[config.mk]
export PLATFORM = sky130hd
export DESIGN_NAME = reg_scoreboard
export DESIGN_NICKNAME = d
export VERILOG_FILES = /design/src/rtl/reg_scoreboard_pkg.sv /design/src/rtl/sb_counter.sv /design/src/rtl/reg_scoreboard.sv
export SDC_FILE = /design/constraint.sdc
export NUM_CORES = 1
export LEC_CHECK = 0
export BUFFER_PORTS_ARGS = -buffer_cell sky130_fd_sc_hd__buf_2
export CAP_MARGIN = 25
export CORE_MARGIN = 8
export CORE_UTILIZATION = 50
export DETAILED_ROUTE_END_ITERATION = 7
export PLACE_DENSITY = 0.68
export SLEW_MARGIN = 10
export SYNTH_ARGS = -nofsm -noshare
export SYNTH_HDL_FRONTEND = slang
export SYNTH_HIERARCHICAL = 1
export SYNTH_SLANG_ARGS = --single-unit
[constraint.sdc]
create_clock -name clk -period 3.6 [get_ports clk]
set_input_delay 0.36 -clock clk [delete_from_list [all_inputs] [get_ports clk]]
set_output_delay 0.36 -clock clk [all_outputs]
set_load 0.05 [all_outputs]
[src/rtl/reg_scoreboard_pkg.sv]
// reg_scoreboard_pkg
//   Shared types and constants for the decode-stage register scoreboard.
//   SB_CNT_W  : default width of each per-register pending-write counter
//   sb_cnt_t  : counter value type at the default width
//   r_t       : architectural register address (x0..x31)
package reg_scoreboard_pkg;

  localparam int SB_CNT_W = 2;
  localparam int NUM_REGS = 32;

  typedef logic [SB_CNT_W-1:0] sb_cnt_t;
  typedef logic [4:0]          r_t;

endpackage

[src/rtl/sb_counter.sv]
// sb_counter
//   Saturating up/down counter tracking in-flight writes to one register.
//   Simultaneous inc and dec cancel, so the count is left unchanged.
//   Ports:
//     clk, rst_n   : clock, asynchronous active-low reset
//     i_inc, i_dec : count up / count down this edge
//     o_is_zero    : count == 0
//     o_is_one     : count == 1
//     o_is_max     : count == 2^W-1
module sb_counter
  import reg_scoreboard_pkg::*;
#(
  parameter int W = SB_CNT_W
) (
  input  logic clk,
  input  logic rst_n,
  input  logic i_inc,
  input  logic i_dec,
  output logic o_is_zero,
  output logic o_is_one,
  output logic o_is_max
);

  localparam logic [W-1:0] CNT_MAX = '1;
  localparam logic [W-1:0] CNT_ONE = W'(1);

  logic [W-1:0] r_cnt;

  // Saturation guards keep the counter from wrapping even if a caller
  // misbehaves; the scoreboard already blocks inc at max and dec at zero.
  always_ff @(posedge clk or negedge rst_n) begin
    if (!rst_n) begin
      r_cnt <= '0;
    end else if (i_inc && !i_dec && (r_cnt != CNT_MAX)) begin
      r_cnt <= r_cnt + CNT_ONE;
    end else if (i_dec && !i_inc && (r_cnt != '0)) begin
      r_cnt <= r_cnt - CNT_ONE;
    end
  end

  assign o_is_zero = (r_cnt == '0);
  assign o_is_one  = (r_cnt == CNT_ONE);
  assign o_is_max  = (r_cnt == CNT_MAX);

endmodule

[src/rtl/reg_scoreboard.sv]
// reg_scoreboard
//   Decode-stage register scoreboard. Counts in-flight writes per register,
//   stalls ID on RAW hazards or when a destination counter is saturated,
//   and retires entries on writeback.
//   Ports:
//     clk, rst_n            : clock, asynchronous active-low reset
//     id_valid, id_flush    : ID instruction present / squashed
//     rs1_addr/rs1_rden     : source 1 address and read enable
//     rs2_addr/rs2_rden     : source 2 address and read enable
//     rd_addr/rd_wren       : destination address and write enable
//     wb_valid/wb_rd_addr   : writeback retiring one register write
//     stall, issue          : combinational hold / advance decision
//     busy_vec              : bit i set while register i has pending writes
//     sb_err                : sticky, writeback to a register with no pending write
module reg_scoreboard
  import reg_scoreboard_pkg::*;
#(
  parameter int CNT_W     = SB_CNT_W,
  parameter bit WB_BYPASS = 1'b1
) (
  input  logic        clk,
  input  logic        rst_n,
  input  logic        id_valid,
  input  logic        id_flush,
  input  r_t          rs1_addr,
  input  r_t          rs2_addr,
  input  logic        rs1_rden,
  input  logic        rs2_rden,
  input  r_t          rd_addr,
  input  logic        rd_wren,
  input  logic        wb_valid,
  input  r_t          wb_rd_addr,
  output logic        stall,
  output logic        issue,
  output logic [31:0] busy_vec,
  output logic        sb_err
);

  logic [NUM_REGS-1:0] w_isZero;
  logic [NUM_REGS-1:0] w_isOne;
  logic [NUM_REGS-1:0] w_isMax;
  logic                w_srcBusy1;
  logic                w_srcBusy2;
  logic                w_raw;
  logic                w_wawOvf;
  logic                w_inc;
  logic                w_dec;
  logic                r_sbErr;

  // x0 is never tracked: it looks permanently idle.
  assign w_isZero[0] = 1'b1;
  assign w_isOne[0]  = 1'b0;
  assign w_isMax[0]  = 1'b0;

  // One counter per tracked register; inc/dec decoded from the addresses.
  for (genvar gi = 1; gi < NUM_REGS; gi++) begin : g_cnt
    sb_counter #(.W(CNT_W)) u_cnt (
      .clk       (clk),
      .rst_n     (rst_n),
      .i_inc     (w_inc && (rd_addr == r_t'(gi))),
      .i_dec     (w_dec && (wb_rd_addr == r_t'(gi))),
      .o_is_zero (w_isZero[gi]),
      .o_is_one  (w_isOne[gi]),
      .o_is_max  (w_isMax[gi])
    );
  end

  // A source is busy while writes are pending, unless the last pending
  // write retires this cycle and the write-through register file hands
  // the value straight to the reader.
  always_comb begin
    w_srcBusy1 = rs1_rden && (rs1_addr != '0) && !w_isZero[rs1_addr];
    w_srcBusy2 = rs2_rden && (rs2_addr != '0) && !w_isZero[rs2_addr];
    if (WB_BYPASS && wb_valid && (wb_rd_addr == rs1_addr) && w_isOne[rs1_addr]) begin
      w_srcBusy1 = 1'b0;
    end
    if (WB_BYPASS && wb_valid && (wb_rd_addr == rs2_addr) && w_isOne[rs2_addr]) begin
      w_srcBusy2 = 1'b0;
    end
  end

  // A saturated destination may still issue when a writeback to the same
  // register frees a slot in the same cycle (inc and dec cancel).
  assign w_raw    = w_srcBusy1 || w_srcBusy2;
  assign w_wawOvf = rd_wren && (rd_addr != '0) && w_isMax[rd_addr] &&
                    !(wb_valid && (wb_rd_addr == rd_addr));

  assign stall = id_valid && !id_flush && (w_raw || w_wawOvf);
  assign issue = id_valid && !id_flush && !stall;

  assign w_inc = issue && rd_wren && (rd_addr != '0);
  assign w_dec = wb_valid && (wb_rd_addr != '0) && !w_isZero[wb_rd_addr];

  // Error latches on a writeback with nothing pending and holds until reset.
  always_ff @(posedge clk or negedge rst_n) begin
    if (!rst_n) begin
      r_sbErr <= 1'b0;
    end else if (wb_valid && (wb_rd_addr != '0) && w_isZero[wb_rd_addr]) begin
      r_sbErr <= 1'b1;
    end
  end

  assign sb_err   = r_sbErr;
  assign busy_vec = ~w_isZero;

endmodule
* Word level (Yosys, flattened, before mapping)
Cells that the tools add are included.
** Operators by class
- Magnitude comparators :: 4
- $add $sub $neg :: 62
- Bitwise operators :: 1
- Eq/ne operators :: 158
- Muxes and demuxes :: 76
- Reductions and logical operators :: 373
** Operator list (number)
- $logic_and A1 B1 Y1 :: 206
- $eq A5 B5 Y1 const B :: 32
- $mux W2 :: 62
- $reduce_bool A2 Y1 :: 62
- $eq A5 B4 Y1 const B :: 16
- $logic_not A1 Y1 :: 68
- $add A2 B1 Y2 const B :: 31
- $eq A2 B1 Y1 const B :: 31
- $eq A2 B2 Y1 const B :: 31
- $logic_not A2 Y1 :: 31
- $ne A2 B2 Y1 const B :: 31
- $sub A2 B1 Y2 const B :: 31
- $eq A5 B3 Y1 const B :: 8
- $not A32 Y32 :: 1
- $bmux W1 S5 :: 6
- $lt A5 B6 Y1 const B :: 4
- $eq A5 B2 Y1 const B :: 4
- $reduce_bool A5 Y1 :: 4
- $eq A5 B5 Y1 :: 3
- $eq A5 B1 Y1 const B :: 2
- $mux W1 :: 8
- $logic_or A1 B1 Y1 :: 2
** Word-level totals
- Logic and storage cells :: 706
- Output and inout bits :: 35
- Register bits after elaboration :: 63
- Input bits :: 28

* Depth between registers and ports, before layout
Gate-level depths: netlist of run 1.
- Depth in word-level cells :: 19
- Depth in mapped cells :: 13
- Depth with buffers taken out :: 12

* By module
Netlist of run 1, hierarchy kept.
** By module, submodules not included
- sb_counter :: cells an instance 19, area an instance 166.4 µm², times used 31, seq. area each 50.0 µm²
- reg_scoreboard :: cells an instance 320, area an instance 2608.8 µm², times used 1, seq. area each 25.0 µm²

* Least setup slack after synthesis of run 1
OpenSTA, ideal clock, no wires.
- Path kind :: register -> output
- Start :: register g_cnt[23].u_cnt.r_cnt[1]
- End :: output port issue
- Stages on the path, launching flop included :: 11
- Slack :: 197 ps
- Path buffers :: 1
- Required time :: 3240 ps
- Arrival :: 3043 ps
- Cells stage by stage :: dfrtp_1 > inv_1 > ha_1 > inv_1 > mux4_2 > o2111ai_1 > a22o_1 > o21ai_1 > a311o_2 > buf_6 > nor3b_2
** Between the ends
- Longest elaborated chain between the ends :: 11
- Elaborated cells between the ends (all ways) :: 28
- Those cells by class :: eq/ne: 2; mux: 12; reduce/logical: 14
** Ends and longest elaborated chain
- start, declared :: RTL line sb_counter.sv:27 : logic [W-1:0] r_cnt;
- start signal, assigned :: RTL line sb_counter.sv:35 : r_cnt <= r_cnt + CNT_ONE;
- start signal, assigned :: RTL line sb_counter.sv:37 : r_cnt <= r_cnt - CNT_ONE;
- $logic_not A2 Y1 * :: RTL line sb_counter.sv:41 : assign o_is_zero = (r_cnt == '0);
- named net w_isZero[23] :: RTL line reg_scoreboard.sv:39 : logic [NUM_REGS-1:0] w_isZero;
- $bmux W1 S5, on equally long branches :: RTL line reg_scoreboard.sv:72, reg_scoreboard.sv:73
- $mux W1, on equally long branches :: RTL line reg_scoreboard.sv:72, reg_scoreboard.sv:73
- $logic_not A1 Y1, on equally long branches :: RTL line reg_scoreboard.sv:72, reg_scoreboard.sv:73
- $logic_and A1 B1 Y1, on equally long branches :: RTL line reg_scoreboard.sv:72, reg_scoreboard.sv:73
- $mux W1, on equally long branches :: RTL line reg_scoreboard.sv:74, reg_scoreboard.sv:77
- $logic_or A1 B1 Y1 * :: RTL line reg_scoreboard.sv:84 : assign w_raw = w_srcBusy1 || w_srcBusy2;
- $logic_or A1 B1 Y1 * :: RTL line reg_scoreboard.sv:88 : assign stall = id_valid && !id_flush && (w_raw || w_wawOvf);
- $logic_and A1 B1 Y1 * :: RTL line reg_scoreboard.sv:88
- $logic_not A1 Y1 * :: RTL line reg_scoreboard.sv:89 : assign issue = id_valid && !id_flush && !stall;
- $logic_and A1 B1 Y1 * :: RTL line reg_scoreboard.sv:89
- end, declared :: RTL line reg_scoreboard.sv:34 : output logic issue,
The timed path passes the listed nets; every way through them passes the cells marked *. The select of a mux whose other input is x is not followed.

* Final worst setup path of run 1
- Start :: register g_cnt[5].u_cnt.r_cnt[1]
- End :: output port issue
** Between the ends
- Longest elaborated chain between the ends :: 11
- Elaborated cells between the ends (all ways) :: 28
- Those cells by class :: eq/ne: 2; mux: 12; reduce/logical: 14
** Ends and longest elaborated chain (RTL line)
- start, declared :: sb_counter.sv:27
- start signal, assigned :: sb_counter.sv:35
- start signal, assigned :: sb_counter.sv:37
- $logic_not A2 Y1 * :: sb_counter.sv:41
- named net w_isZero[5] :: reg_scoreboard.sv:39
- $bmux W1 S5, on equally long branches :: reg_scoreboard.sv:72, reg_scoreboard.sv:73
- $mux W1, on equally long branches :: reg_scoreboard.sv:72, reg_scoreboard.sv:73
- $logic_not A1 Y1, on equally long branches :: reg_scoreboard.sv:72, reg_scoreboard.sv:73
- $logic_and A1 B1 Y1, on equally long branches :: reg_scoreboard.sv:72, reg_scoreboard.sv:73
- $mux W1, on equally long branches :: reg_scoreboard.sv:74, reg_scoreboard.sv:77
- $logic_or A1 B1 Y1 * :: reg_scoreboard.sv:84
- $logic_or A1 B1 Y1 * :: reg_scoreboard.sv:88
- $logic_and A1 B1 Y1 * :: reg_scoreboard.sv:88
- $logic_not A1 Y1 * :: reg_scoreboard.sv:89
- $logic_and A1 B1 Y1 * :: reg_scoreboard.sv:89
Marked as above.

==> flow_metrics.env, run 1 <==
export IMPL_status="completed"
export IMPL_finalHoldViolCount=0
export IMPL_reg2reg_depth=14
export IMPL_async_reset_ff_frac=1.00
export IMPL_synth_area_leader_cell="dfrtp_1"
export IMPL_clock_skew_ns=0.00898
export IMPL_gp_congestion=0.928
export IMPL_overflow=0
export IMPL_first_iter_violations=806
export IMPL_cp_arrival_ns=3.15
export IMPL_final_util=0.593
export IMPL_rows=45
export IMPL_cp_start_kind="flop"
export IMPL_period_minus_slack_ns=3.51
export IMPL_p_sw_mw=1.98
export IMPL_path_class="flop to primary output"
export IMPL_place_ws_ns=0.137
export IMPL_synth_warnings=6
export IMPL_areaGrowthSynthToFinish_pct=16.1
export IMPL_die_h_um=141
export IMPL_ctsLongestPathBuffers=2
export IMPL_dr_pass1_iters=6
export IMPL_setup_viol=0
export IMPL_io_pins=63
export IMPL_htreeDepth=3
export IMPL_p_comb_frac=0.539
export IMPL_synth_ff_type="dfrtp_1"
export IMPL_vdd_drop_max_mv=0.256
export IMPL_synth_edf_count=0
export IMPL_grt_use_total=0.235
export IMPL_fmax_ghz=0.285
export IMPL_drc=0
export IMPL_worst_slack_ns=0.0895
export IMPL_p_int_mw=2.35
export IMPL_syn_avg_cell_area_um2=8.55
export IMPL_maxCapViolations=0
export IMPL_dpl_hpwl_mm=17.5
export IMPL_synth_top_area_share=0.203
export IMPL_clkTransAtPathRegs_ns=0.06
export IMPL_cp_top_family="compound AO/OA/AOI/OAI gates"
export IMPL_cts_tree="built"
export IMPL_sequentialPowerShare=0.239
export IMPL_syn_inst=909
export IMPL_tns_ns=0
export IMPL_via_per_inst=6.10
export IMPL_drive_above_1_share=0.223
export IMPL_yosysMostFrequentCell="inv_1"
export IMPL_port_buffers=61
export IMPL_power_leakage_nw=3.93
export IMPL_hold_path_class="input pin to async pin"
export IMPL_worst_path_largest_cell_delay_ns=0.47
export IMPL_crit_path_end_kind="primary output"
export IMPL_netlist_cell_type_count=54
export IMPL_ys_seq_elements=63
export IMPL_die_w_um=141
export IMPL_num_nets_final=1130
export IMPL_vias=7331
export IMPL_slew_violations=0
export IMPL_core_area_um2=15200
export IMPL_wl_mm=23.6
export IMPL_top_layer_used="met4"
export IMPL_wl_per_cell_um=19.6
export IMPL_synthesis_nets=1030
export IMPL_swShare=0.457
export IMPL_dieArea_um2=19800
export IMPL_antenna_cells=0
export IMPL_clockPowerShare=0.222
export IMPL_holdBufCountCts=0
export IMPL_root_buffer="clkbuf_16"
export IMPL_worst_pin_slew_ns=0.666
export IMPL_power_density_nw_per_um2=481
export IMPL_timing_slew_headroom=0.556
export IMPL_grt_pass1_vias=6932
export IMPL_critPathSlowestCell="a311o_2"
export IMPL_path_cells="inv_1 > ha_1 > mux2i_1 > a211oi_1 > a21oi_1 > o32a_1 > o211a_2 > a311o_2 > buf_12 > nor3b_2 > buf_6"
export IMPL_start_util=0.511
export IMPL_synth_area_leaders="dfrtp_1, ha_1, mux4_2, inv_1, a21oi_1"
export IMPL_yosysSeqAreaShare=0.203
export IMPL_r2r_start="g_cnt[5].u_cnt/r_cnt[1]"
export IMPL_regToRegSetupSlack_ns=0.20
export IMPL_path_buf_inv=3
export IMPL_final_antenna_net_count=0
export IMPL_wl_met3_mm=2.14
export IMPL_fill_cells=1389
export IMPL_r2r_end="g_cnt[24].u_cnt/r_cnt[1]"
export IMPL_synthTopCellsByCount="inv_1, ha_1, a21oi_1"
export IMPL_antenna_found_initial=0
export IMPL_grt_pass1_wl_mm=36.9
export IMPL_clk_latency_ns=0.35
export IMPL_wl_met1_mm=10.0
export IMPL_grt_max_degree=27
export IMPL_wl_met2_mm=10.7
export IMPL_clock_sinks=63
export IMPL_cp_required_ns=3.24
export IMPL_numCtsBuffers=9
export IMPL_fin_crit_sh=0.975
export IMPL_synth_area_um2=7770
export IMPL_critPathMaxFanout=7
export IMPL_finalPower_mw=4.33
## sequential cells by signal, indices dropped and copies added, names as in the netlist
signal             count
g_cnt.u_cnt/r_cnt     62
sb_err                 1
## power by group through the flow
stage / combinational, mW / sequential [mW] / clock [mW]
after CTS: 2.19 / 1.04 / 0.975
after floorplan: 1.60 / 0.999 / 0
after global routing: 2.49 / 1.06 / 1.00
final: 2.33 / 1.04 / 0.962
after global placement: 2.16 / 1.04 / 0
after detailed placement: 2.18 / 1.05 / 0
## layout by cell type (no fill, tap or decap), drive strengths merged, types with 9 or more instances in the layout
cell type  instances
xnor2             38
clkbuf            12
mux4              38
nand3              9
ha                93
inv              124
nand2b            35
nor3              66
mux2i             16
buf              119
a21oi             67
nor2b              9
nor2              55
o21ai             67
a221oi            32
nor3b             38
dfrtp             63
and2              41
mux2              11
nand2             21
## metrics by stage
step                      cells  instance area, µm²  hold slack, ns
after global placement     1176                8530           0.443
after detailed placement   1176                8530           0.437
after global routing       1202                9020          0.0960
after floorplan             909                7770          0.0644
after CTS                  1192                8840          0.0594
final                      1202                9020          0.0372
## kinds of logic (layout without fill, tap and decap cells)
kind of cell               Yosys count  in the layout  synth area share
and+or+nand+nor                    294            294             0.213
AOI/OAI and AO/OA                  191            191             0.149
buffers and inverters              156            261            0.0833
adders and majority gates           93             93             0.150
muxes                               65             65             0.149
DFF                                 63             63             0.203
xor gates and xnor gates            46             46            0.0519
other                                1              1          0.000483
## how the worst max path moves through the flow
stage / endpoint / slack [ns] / cells past startpoint / start
final: issue / 0.09 / 11 / g_cnt[5].u_cnt/r_cnt[1]
after global routing: stall / -0.008 / 12 / g_cnt[19].u_cnt/r_cnt[1]
after global placement: g_cnt[10].u_cnt/r_cnt[1] / 0.19 / 14 / g_cnt[23].u_cnt/r_cnt[0]
after detailed placement: g_cnt[10].u_cnt/r_cnt[1] / 0.14 / 12 / rd_addr[0]
after CTS: issue / 0.05 / 11 / g_cnt[23].u_cnt/r_cnt[0]
after floorplan: issue / 0.20 / 10 / g_cnt[23].u_cnt/r_cnt[1]
## metal layers
metal  up-vias  global-route usage
li1       3419                   -
met1      3504               0.309
met2       357               0.364
met3        51              0.0506
met4         0               0.105
met5         -                   0
## timing repair
action                     CTS  global route
setup endpoints to repair    1             4
cloned                       0             2
pin swaps                    0             3
gates resized for setup      1            23
buffers inserted             0             8
## final cells by class
cell class	instances	area, µm²	area share
multi-input combinational	690	5590	0.620
clock inverter	6	85.1	0.00944
sequential	63	1580	0.175
clock buffer	10	229	0.0254
inverter	124	465	0.0516
tap	188	235	0.0261
timing repair buffer	121	832	0.0923
No activity file was read; power rests on OpenSTA's default activity.
==> inputs of run 2 (changes only) <==
--- a/config.mk
+++ b/config.mk
@@ -12,2 +12,3 @@
 export DETAILED_ROUTE_END_ITERATION = 7
+export HOLD_SLACK_MARGIN = 0.03
 export PLACE_DENSITY = 0.68
==> constraint.sdc (replaced) <==
create_clock -name clk -period 3.6 [get_ports clk]
set_input_delay 0.54 -clock clk [delete_from_list [all_inputs] [get_ports clk]]
set_output_delay 0.54 -clock clk [all_outputs]
set_load 0.05 [all_outputs]
==> flow_metrics.env, run 2 (synthesized netlist as in run 1, its figures left out) <==
export IMPL_largest_register_ff_count=62
export IMPL_ctsLongestPathBuffers=2
export IMPL_die_w_um=141
export IMPL_largest_register="g_cnt.u_cnt/r_cnt"
export IMPL_cts_tree="built"
export IMPL_fill_cells=1413
export IMPL_rows=45
export IMPL_hold_path_class="input pin to async pin"
export IMPL_htreeDepth=3
export IMPL_fmax_ghz=0.288
export IMPL_dr_pass1_iters=6
export IMPL_path_cells="inv_1 > ha_1 > mux2i_1 > a211oi_1 > a21oi_1 > o32a_1 > o211a_2 > a311o_2 > nor3b_2 > buf_4"
export IMPL_first_iter_violations=738
export IMPL_num_nets_final=1123
export IMPL_finalHoldViolCount=0
export IMPL_critPathMaxFanout=7
export IMPL_period_minus_slack_ns=3.47
export IMPL_wl_per_cell_um=19.1
export IMPL_final_antenna_net_count=0
export IMPL_die_h_um=141
export IMPL_clk_latency_ns=0.35
export IMPL_power_density_nw_per_um2=475
export IMPL_clock_skew_ns=0.00508
export IMPL_port_buffers=61
export IMPL_core_area_um2=15200
export IMPL_grt_pass1_wl_mm=36.6
export IMPL_r2r_end="g_cnt[24].u_cnt/r_cnt[1]"
export IMPL_r2r_start="g_cnt[1].u_cnt/r_cnt[1]"
export IMPL_dpl_hpwl_mm=17.4
export IMPL_drc=0
export IMPL_worst_slack_ns=0.130
export IMPL_cp_arrival_ns=2.93
export IMPL_drive_above_1_share=0.219
export IMPL_numCtsBuffers=9
export IMPL_place_area_um2=8540
export IMPL_fin_crit_sh=0.964
export IMPL_vias=7165
export IMPL_finalInstanceArea_um2=8970
export IMPL_slew_violations=0
export IMPL_overflow=0
export IMPL_grt_pass1_vias=6827
export IMPL_status="completed"
export IMPL_place_ws_ns=-0.0155
export IMPL_crit_path_end_kind="primary output"
export IMPL_via_per_inst=5.99
export IMPL_clkTransAtPathRegs_ns=0.06
export IMPL_areaGrowthSynthToFinish_pct=15.4
export IMPL_finalPower_mw=4.26
export IMPL_antenna_found_initial=2
export IMPL_dieArea_um2=19800
export IMPL_io_pins=63
export IMPL_critPathSlowestCell="dfrtp_1"
export IMPL_hold_slack_ns=0.372
export IMPL_gp_congestion=0.916
export IMPL_start_util=0.511
export IMPL_cp_required_ns=3.06
export IMPL_clock_sinks=63
export IMPL_worst_pin_slew_ns=0.874
export IMPL_setup_viol=0
export IMPL_mostFrequentLayoutCell="inv_1"
export IMPL_vdd_drop_max_mv=0.365
export IMPL_power_leakage_nw=3.90
export IMPL_worst_path_largest_cell_delay_ns=0.42
export IMPL_maxCapViolations=0
export IMPL_cp_start_kind="flop"
export IMPL_grt_use_total=0.232
export IMPL_final_util=0.590
export IMPL_path_class="flop to primary output"
export IMPL_reg2reg_depth=15
export IMPL_final_cell_mix="inv_1, ha_1, a21oi_1"
export IMPL_root_buffer="clkbuf_16"
export IMPL_timing_slew_headroom=0.417
export IMPL_wl_mm=22.9
export IMPL_grt_max_degree=64
export IMPL_holdBufCountCts=0
export IMPL_regToRegSetupSlack_ns=0.17
-- run 2: cell count changes in the layout (fill, tap and decap cells not counted), sizes merged --
cell and delta:
diode +1, clkinv -1, buf -6, bufinv -1, clkbuf +3, clkinvlp -2
-- run 2: report_power, final --
part           internal, mW  switching, mW  total [mW]  leakage (nW)
clock                 0.629          0.347       0.976         0.165
combinational         0.843           1.40        2.24          2.90
sequential            0.849          0.191        1.04         0.836
-- run 2: cell type report --
cell class / count / area (µm²) / area share
multi-input combinational: 690 / 5620 / 0.627
sequential: 63 / 1580 / 0.176
timing repair buffer: 114 / 733 / 0.0818
inverter: 124 / 465 / 0.0519
clock buffer: 14 / 294 / 0.0328
tap: 188 / 235 / 0.0262
clock inverter: 2 / 35.0 / 0.00391
antenna: 1 / 2.50 / 0.000279
-- run 2: metrics by stage --
stage | setup TNS, ns | cells
global placement | 0 | 1178
CTS | 0 | 1195
finish | 0 | 1196
detailed placement | -0.0226 | 1178
floorplan | 0 | 909
global route | -0.358 | 1196
-- run 2: per-layer routing --
layer	up-vias	global-route usage	wire length [µm]
met1	3397	0.311	9780
li1	3410	-	-
met5	-	0	11
met4	2	0.0781	621
met2	302	0.364	10500
met3	54	0.0513	2000
-- run 2: how the worst max path moves through the flow --
stage          slack (ns)                        to                      from
6_report             0.13                     issue   g_cnt[1].u_cnt/r_cnt[1]
5_1_grt             -0.05  g_cnt[30].u_cnt/r_cnt[1]  g_cnt[24].u_cnt/r_cnt[1]
4_1_cts              0.07                     issue  g_cnt[19].u_cnt/r_cnt[1]
3_5_place_dp        -0.02  g_cnt[24].u_cnt/r_cnt[1]                rd_addr[0]
3_3_place_gp         0.08  g_cnt[24].u_cnt/r_cnt[1]                rd_addr[0]
2_1_floorplan        0.02                     issue  g_cnt[23].u_cnt/r_cnt[1]
-- run 2: repair_timing --
action / in CTS / in global routing
setup endpoints to repair: 2 / 50
setup buffers: 1 / 0
gates resized for setup: 3 / 19
hold endpoints to repair: 0 / 0
pin swaps: 1 / 1
-- run 2: critical path: cells and delay by family (launching register included) --
| family | cells | cell delay [ns] |
|---|---|---|
| DFF | 1 | 0.42 |
| adders and majority gates | 1 | 0.38 |
| and+or+nand+nor | 1 | 0.16 |
| AOI/OAI and AO/OA | 5 | 1.17 |
| muxes | 1 | 0.12 |
| buffers and inverters | 2 | 0.30 |
==> inputs of run 3 (changes only) <==
CELL_PAD_IN_SITES_DETAIL_PLACEMENT = 1   (was default)
CELL_PAD_IN_SITES_GLOBAL_PLACEMENT = 2   (was default)
CORE_UTILIZATION = 41   (was 50)
PLACE_DENSITY = default   (was 0.68)
PLACE_DENSITY_LB_ADDON = 0.1   (was default)
clock period = 4.4 ns   (was 3.6 ns; I/O delays follow)
==> flow_metrics.env, run 3 (synthesized netlist as in run 1, its figures left out) <==
export IMPL_hold_path_class="input pin to async pin"
export IMPL_cp_arrival_ns=3.47
export IMPL_overflow=0
export IMPL_final_antenna_net_count=0
export IMPL_die_w_um=154
export IMPL_mostFrequentLayoutCell="inv_1"
export IMPL_num_nets_final=1098
export IMPL_timing_slew_headroom=0.449
export IMPL_dr_pass1_iters=4
export IMPL_first_iter_violations=455
export IMPL_htreeDepth=3
export IMPL_grt_max_degree=35
export IMPL_numCtsBuffers=9
export IMPL_status="completed"
export IMPL_rsz0062_at_grt="false"
export IMPL_fin_crit_sh=0.939
export IMPL_cts_tree="built"
export IMPL_clock_sinks=63
export IMPL_io_pins=63
export IMPL_cp_required_ns=3.74
export IMPL_grt_use_total=0.234
export IMPL_drive_above_1_share=0.179
export IMPL_largest_register="g_cnt.u_cnt/r_cnt"
export IMPL_clkTransAtPathRegs_ns=0.06
export IMPL_critPathMaxFanout=30
export IMPL_period_minus_slack_ns=4.13
export IMPL_multi_input_area_um2=5540
export IMPL_place_area_um2=8390
export IMPL_largest_register_ff_count=62
export IMPL_via_per_inst=6.03
export IMPL_dpl_hpwl_mm=21.0
export IMPL_crit_path_end_kind="primary output"
export IMPL_maxCapViolations=0
export IMPL_vdd_drop_max_mv=0.221
export IMPL_die_h_um=154
export IMPL_fill_cells=2226
export IMPL_holdBufCountCts=0
export IMPL_grt_pass1_wl_mm=43.5
export IMPL_clock_skew_ns=0.00432
export IMPL_cp_start_kind="input pin"
export IMPL_power_leakage_nw=3.74
export IMPL_root_buffer="clkbuf_16"
export IMPL_grt_pass1_vias=7755
export IMPL_place_ws_ns=0.239
export IMPL_wl_per_cell_um=22.5
export IMPL_power_density_nw_per_um2=397
export IMPL_gp_congestion=0.921
export IMPL_regArea_um2=1580
export IMPL_path_class="input pin to primary output"
export IMPL_port_buffers=61
export IMPL_start_util=0.417
export IMPL_areaGrowthSynthToFinish_pct=11.8
export IMPL_cts_repair_resized=0
export IMPL_ctsLongestPathBuffers=2
export IMPL_antenna_cells=0
export IMPL_finalHoldViolCount=0
export IMPL_finalPower_mw=3.45
export IMPL_drc=0
export IMPL_final_cell_mix="inv_1, ha_1, a21oi_1"
export IMPL_vias=7331
export IMPL_finalInstanceArea_um2=8690
export IMPL_antenna_found_initial=0
export IMPL_wl_mm=27.4
export IMPL_slew_violations=0
export IMPL_clk_latency_ns=0.35
export IMPL_final_util=0.466
export IMPL_fmax_ghz=0.242
export IMPL_dieArea_um2=23600
export IMPL_post_cts_buffers=0
export IMPL_worst_slack_ns=0.268
export IMPL_setup_viol=0
export IMPL_worst_pin_slew_ns=0.826
export IMPL_tns_ns=0
export IMPL_rows=50
export IMPL_core_area_um2=18600
-- run 3: changes by cell type in the layout (fill, tap and decap cells not counted), sizes merged --
cell,before,now
buf,113,89
clkbuf,15,12
clkinv,1,3
diode,1,0
-- run 3: area by class of cell --
| class | count | share of cell area |
|---|---|---|
| clock inverters | 4 | 0.00519 |
| flip-flops and latches | 63 | 0.182 |
| inverters | 124 | 0.0536 |
| well taps | 234 | 0.0337 |
| repair buffers | 89 | 0.0593 |
| clock buffers | 12 | 0.0284 |
| multi-input cells | 690 | 0.638 |
-- run 3: layer usage --
metal / track usage / vias up / wire (µm)
li1: - / 3353 / -
met1: 0.295 / 3721 / 12300
met2: 0.397 / 212 / 13100
met3: 0.0420 / 45 / 1460
met4: 0.0798 / 0 / 586
met5: 0 / - / 0
-- run 3: final timing paths --
check / from / endpoint / slack (ns) / depth (start not counted)
setup / recovery: rs1_addr[2] / stall / 0.27 / 10
hold / removal: rst_n / g_cnt[24].u_cnt/r_cnt[0] / 0.40 / 1
setup reg to reg: g_cnt[19].u_cnt/r_cnt[1] / g_cnt[28].u_cnt/r_cnt[1] / 0.43 / 13
hold reg to reg: g_cnt[17].u_cnt/r_cnt[0] / g_cnt[17].u_cnt/r_cnt[0] / 0.53 / 1
max in group asynchronous: rst_n / g_cnt[13].u_cnt/r_cnt[1] / 2.98 / 2
min in group clk: g_cnt[17].u_cnt/r_cnt[0] / g_cnt[17].u_cnt/r_cnt[0] / 0.53 / 1
-- run 3: report_power, final --
part | internal [mW] | leakage, nW | switching, mW | total, mW
registers | 0.694 | 0.837 | 0.157 | 0.851
logic | 0.650 | 2.76 | 1.20 | 1.85
clock network | 0.452 | 0.146 | 0.293 | 0.745
-- run 3: stage by stage --
| step | hold slack, ns | cells |
|---|---|---|
| floorplan | 0.364 | 909 |
| detailed placement | 0.514 | 1200 |
| finish | 0.397 | 1216 |
| global placement | 0.515 | 1200 |
| CTS | 0.432 | 1216 |
| global route | 0.473 | 1216 |
-- run 3: critical path, cell delays in order --
cell and delay (ns):
buf_2 0.40, buf_4 0.27, mux2i_1 0.22, a211oi_1 0.10
a311oi_1 0.41, a21oi_1 0.13, o21ai_1 0.15, a311o_2 0.64
and2_1 0.21, buf_2 0.26
